[src/rtl/branch_resolve_unit.sv]
// Branch/jump resolution from EX-stage ALU flags, with a valid/ready PC redirect to fetch
// followed by a fixed-length flush of the younger pipeline stages.
module branch_resolve_unit #(
    parameter int unsigned FLUSH_CYCLES = 2,
    parameter int unsigned CNT_W        = 16
) (
    input  logic             clk,
    input  logic             rst_n,
    input  logic             ex_valid_i,
    input  logic             ex_branch_i,
    input  logic             ex_jump_i,
    input  logic [2:0]       ex_funct3_i,
    input  logic [31:0]      ex_target_i,
    input  logic             zero_i,
    input  logic             negative_i,
    input  logic             overflow_i,
    input  logic             carry_i,
    input  logic             stall_i,
    input  logic             redirect_ready_i,
    output logic             redirect_valid_o,
    output logic [31:0]      redirect_pc_o,
    output logic             flush_o,
    output logic             busy_o,
    output logic             illegal_o,
    output logic [CNT_W-1:0] taken_count_o
);

    localparam int unsigned FcW = (FLUSH_CYCLES > 1) ? $clog2(FLUSH_CYCLES + 1) : 1;

    typedef enum logic [1:0] {StIdle, StRedirect, StFlush} state_e;

    state_e             state_q, state_d;
    logic [31:0]        pc_q, pc_d;
    logic [FcW-1:0]     fcnt_q, fcnt_d;
    logic [CNT_W-1:0]   count_q, count_d;
    logic               illegal_q, illegal_d;

    logic cond_taken, cond_illegal, accept, taken;

    always_comb begin
        cond_taken   = 1'b0;
        cond_illegal = 1'b0;
        case (ex_funct3_i)
            3'b000:  cond_taken = zero_i;
            3'b001:  cond_taken = !zero_i;
            3'b100:  cond_taken = negative_i ^ overflow_i;
            3'b101:  cond_taken = !(negative_i ^ overflow_i);
            // carry means "no borrow", i.e. in1 >= in2 unsigned
            3'b110:  cond_taken = !carry_i;
            3'b111:  cond_taken = carry_i;
            default: cond_illegal = 1'b1;
        endcase
    end

    assign accept    = (state_q == StIdle) && ex_valid_i && !stall_i;
    assign taken     = ex_jump_i || (ex_branch_i && cond_taken);
    assign illegal_d = accept && !ex_jump_i && ex_branch_i && cond_illegal;

    always_comb begin
        state_d = state_q;
        pc_d    = pc_q;
        fcnt_d  = fcnt_q;
        count_d = count_q;
        case (state_q)
            StIdle: begin
                if (accept && taken) begin
                    state_d = StRedirect;
                    pc_d    = ex_target_i;
                end
            end
            StRedirect: begin
                if (redirect_ready_i) begin
                    count_d = count_q + CNT_W'(1);
                    if (FLUSH_CYCLES == 0) begin
                        state_d = StIdle;
                    end else begin
                        state_d = StFlush;
                        fcnt_d  = FcW'(FLUSH_CYCLES);
                    end
                end
            end
            StFlush: begin
                fcnt_d = fcnt_q - FcW'(1);
                if (fcnt_q == FcW'(1)) state_d = StIdle;
            end
            default: state_d = StIdle;
        endcase
    end

    always_ff @(posedge clk or negedge rst_n) begin
        if (!rst_n) begin
            state_q   <= StIdle;
            pc_q      <= '0;
            fcnt_q    <= '0;
            count_q   <= '0;
            illegal_q <= 1'b0;
        end else begin
            state_q   <= state_d;
            pc_q      <= pc_d;
            fcnt_q    <= fcnt_d;
            count_q   <= count_d;
            illegal_q <= illegal_d;
        end
    end

    // Outputs decode only registered state, so no input reaches an output combinationally.
    assign redirect_valid_o = (state_q == StRedirect);
    assign redirect_pc_o    = pc_q;
    assign flush_o          = (state_q != StIdle);
    assign busy_o           = (state_q != StIdle);
    assign illegal_o        = illegal_q;
    assign taken_count_o    = count_q;

endmodule
[config.mk]
export PLATFORM = sky130hd
export DESIGN_NAME = branch_resolve_unit
export DESIGN_NICKNAME = d
export VERILOG_FILES = /design/src/rtl/branch_resolve_unit.sv
export SDC_FILE = /design/constraint.sdc
export NUM_CORES = 1
export LEC_CHECK = 0
export CORE_AREA = 10 10 104 106
export CTS_BUF_LIST = sky130_fd_sc_hd__clkbuf_16
export CTS_CLUSTER_SIZE = 30
export DETAILED_ROUTE_END_ITERATION = 10
export DIE_AREA = 0 0 114 116
export GPL_ROUTABILITY_DRIVEN = 0
export PLACE_DENSITY_LB_ADDON = 0.12
export RECOVER_POWER = 50
export SYNTH_ARGS = -nofsm -noshare
export SYNTH_HDL_FRONTEND = slang
export SYNTH_SLANG_ARGS = --single-unit
[constraint.sdc]
create_clock -name clk -period 1.9 [get_ports clk]
set_input_delay 0.19 -clock clk [delete_from_list [all_inputs] [get_ports clk]]
set_output_delay 0.19 -clock clk [all_outputs]
set_load 0.02 [all_outputs]
==> metrics.yaml <==
cp.arrival_ns: 1.97
grt_most_used_layer: "met2"
outcome: "complete, no violations"
critical_path.endpoint_type: "flip-flop"
ys_types: 37
post-cts-setup-buffers: 0
fp-row-count: 34
ys_ff_latch: 53
cts_tree: "built"
io_buffers: 97
power.density_nw_per_um2: 935
h-tree-depth: 2
clk_pin_slew_ns: 0.07
startpoint_type: "flip-flop"
peakVddDrop_mv: 0.431
critPathKind: "flip-flop to flip-flop"
hold_path.class: "flip-flop to flip-flop"
path_delay_family: "simple AND/OR/NAND/NOR gates"
setup_viol: 0
synth_simple_gate_area_share_pct: 29.6
ios: 98
syn_nets: 402
synth_adder_area_share_pct: 0.766
slew_viol_final: 0
route.antenna.remaining_nets: 0
clkLatencyLatePin_ns: 0.29
reg2reg_depth: 4
synth-compound-area-share_pct: 17.8
cts-root-buf: "clkbuf_16"
async_flop_share_pct: 100
skew_ns: 0.00192
path_buf_inv: 1
grt_max_degree: 67
regArea_um2: 1330
p_comb_share_pct: 43.3
grt_first_pass_wirelength_mm: 17.3
synth-main-ff-cell: "dfrtp_1"
dp_hpwl_mm: 7.13
synth_top_family_by_area: "simple AND/OR/NAND/NOR gates"
cp.required_ns: 2.07
fillCellCount: 848
hold_viol: 0
drtIter0Drc: 171
critPathMaxFanout: 32
first_global_vias: 3284
n_antenna_cell: 0
internal-power_mw: 2.75
drc: 0
switchingPower_mw: 1.55
die_x_um: 114
fp.dieH_um: 116
power_leakage_nw: 1.86
die_area_um2: 13200
core_region_area_um2: 8680
p_sw_share_pct: 36.1
use_met2_pct: 25.9
final_layout_size_suffix_gt1_share_pct: 8.24
power_mw: 4.30
routed_via_density: 5.83
min_period_ns: 1.80
met1_usage_pct: 20.3
wl_per_cell_um: 19.4
yosysSeqAreaShare_pct: 40.6
cts_inserted_buffers: 5
min_path_cells: 1
overflow: 0
crit_slowest_cell: "or4b_1"
slew_headroom_pct: 18.4
cp.depth: 4
use_met3_pct: 3.93
vias: 3250
synth_edf_count: 0
min_period_over_period_pct: 94.8
initial_core_util_pct: 37.7
synthMuxAreaShare_pct: 0.345
clockBufferDepth: 2
syn2layout_area_growth_pct: 40.6
synth_cells: 354
tns_ns: 0
clock-sinks: 53
pwr-share-seq_pct: 36.2
cp_cell_sequence: "or4b_1, buf_12, a221oi_1, nand3_1"
cap_violations: 0
antenna_found_initial: 0
tightest_slew_ns: 1.22
multi_input_area_um2: 1770
first_pass_iters: 4
fin_nets: 496
p_clk_share_pct: 20.5
max_freq_mhz: 555
yosys_warnings: 0
synthXorXnorAreaFrac_pct: 5.28
wl_mm: 10.8
max_stage_delay_ns: 0.63
netlist_area_um2: 3270
grtUsageTotal_pct: 15.7
synth_area_per_cell_um2: 9.23
rsz0062_at_grt: "false"
==> power groups by stage <==
stage	Combinational [mW]	Clock, mW	Sequential (mW)
3_3_place_gp	1.89	0	1.57
3_5_place_dp	1.92	0	1.57
2_1_floorplan	0.821	0	1.78
5_1_grt	2.02	0.943	1.59
6_report	1.86	0.883	1.55
4_1_cts	1.93	0.901	1.56
==> cell usage after synthesis, drive strengths merged, types with 3 or more instances <==
library cell,number,area (um2)
nand4,4,25.0
buf,15,96.3
xnor2,12,105
xor2,5,43.8
dfrtp,53,1330
o21ai,3,15.0
nor2b,36,225
nand3,66,330
nand2,11,41.3
o211ai,32,240
clkbuf,20,75.1
and3,33,206
a221oi,32,280
inv,3,11.3
==> layout make-up <==
cell class	count	area share (%)
clock buffer	5	2.72
inverter	3	0.245
sequential	53	28.9
multi-input combinational	263	38.4
tap	108	2.94
clock inverter	3	0.299
timing repair buffer	122	26.5
==> state kept, by name (all words and copies together), names as in the netlist <==
| register | cells |
|---|---|
| state_q | 2 |
| redirect_pc_o | 32 |
| fcnt_q | 2 |
| taken_count_o | 16 |
| illegal_o | 1 |
==> per-layer routing <==
metal / part of all wire [%] / wire, um / vias to the layer above
met3: 6.7 / 722 / 4
li1: - / - / 1529
met4: 0.47 / 51 / 0
met2: 49 / 5300 / 97
met5: 0 / 0 / -
met1: 44 / 4720 / 1620
==> placed cells by master, fill, tap and decap left out, types with 2 or more instances in the layout <==
cell             instances
dfrtp_1                 53
a221oi_1                32
clkdlybuf4s50_1         77
nor2b_1                 36
clkbuf_16                5
o211ai_1                32
o21ai_0                  3
xor2_1                   5
nand3_1                 66
inv_1                    4
a21oi_1                  2
clkinv_2                 2
nand2_1                 11
a22oi_1                  2
nand2b_1                 2
nor2_1                   2
clkbuf_1                 2
dlygate4sd3_1           16
xnor2_1                 12
or2_2                    2
and4_1                   2
buf_12                   6
nand4_1                  4
ha_1                     2
buf_4                   16
buf_2                    3
and3_1                  33
dlymetal6s2s_1           2
nor3_1                   2
==> worst paths after layout <==
path                                          startpoint                             to  slack [ns]
min                        taken_count_o[15]$_DFFE_PN0P_  taken_count_o[15]$_DFFE_PN0P_        0.48
min in group asynchronous                          rst_n   taken_count_o[6]$_DFFE_PN0P_        0.79
max                               state_q[1]$_DFFE_PN0P_  redirect_pc_o[17]$_DFFE_PN0P_         0.1
max in group asynchronous                          rst_n  redirect_pc_o[29]$_DFFE_PN0P_        0.36
max reg2reg                       state_q[1]$_DFFE_PN0P_  redirect_pc_o[17]$_DFFE_PN0P_         0.1
min reg2reg                taken_count_o[15]$_DFFE_PN0P_  taken_count_o[15]$_DFFE_PN0P_        0.48
==> through the flow <==
stage / worst slack [ns] / instances / hold WS [ns] / instance area [um2] / utilization [%]
CTS: 0.0191 / 557 / 0.445 / 4620 / 53.3
finish: 0.0997 / 557 / 0.477 / 4600 / 53.0
detailed placement: -0.121 / 548 / 0.209 / 4470 / 51.5
global route: 0.00580 / 557 / 0.503 / 4600 / 53.0
global placement: -0.0704 / 548 / 0.219 / 4470 / 51.5
floorplan: 0.143 / 354 / -0.106 / 3270 / -
==> logic make-up after synthesis <==
| group | Yosys count |
|---|---|
| simple gates | 168 |
| fa+ha+maj | 2 |
| mux | 1 |
| compound gates | 74 |
| xor+xnor | 18 |
| flops | 53 |
| buf+inv | 38 |
==> timing repair <==
action | 4_1_cts | 5_1_grt
resized for setup | 0 | 3
endpoints found under the setup margin | 0 | 3
hold buffers | 1 | 0
endpoints found under the hold margin | 53 | 0
Note: power is estimated with default switching activity, not from simulation.
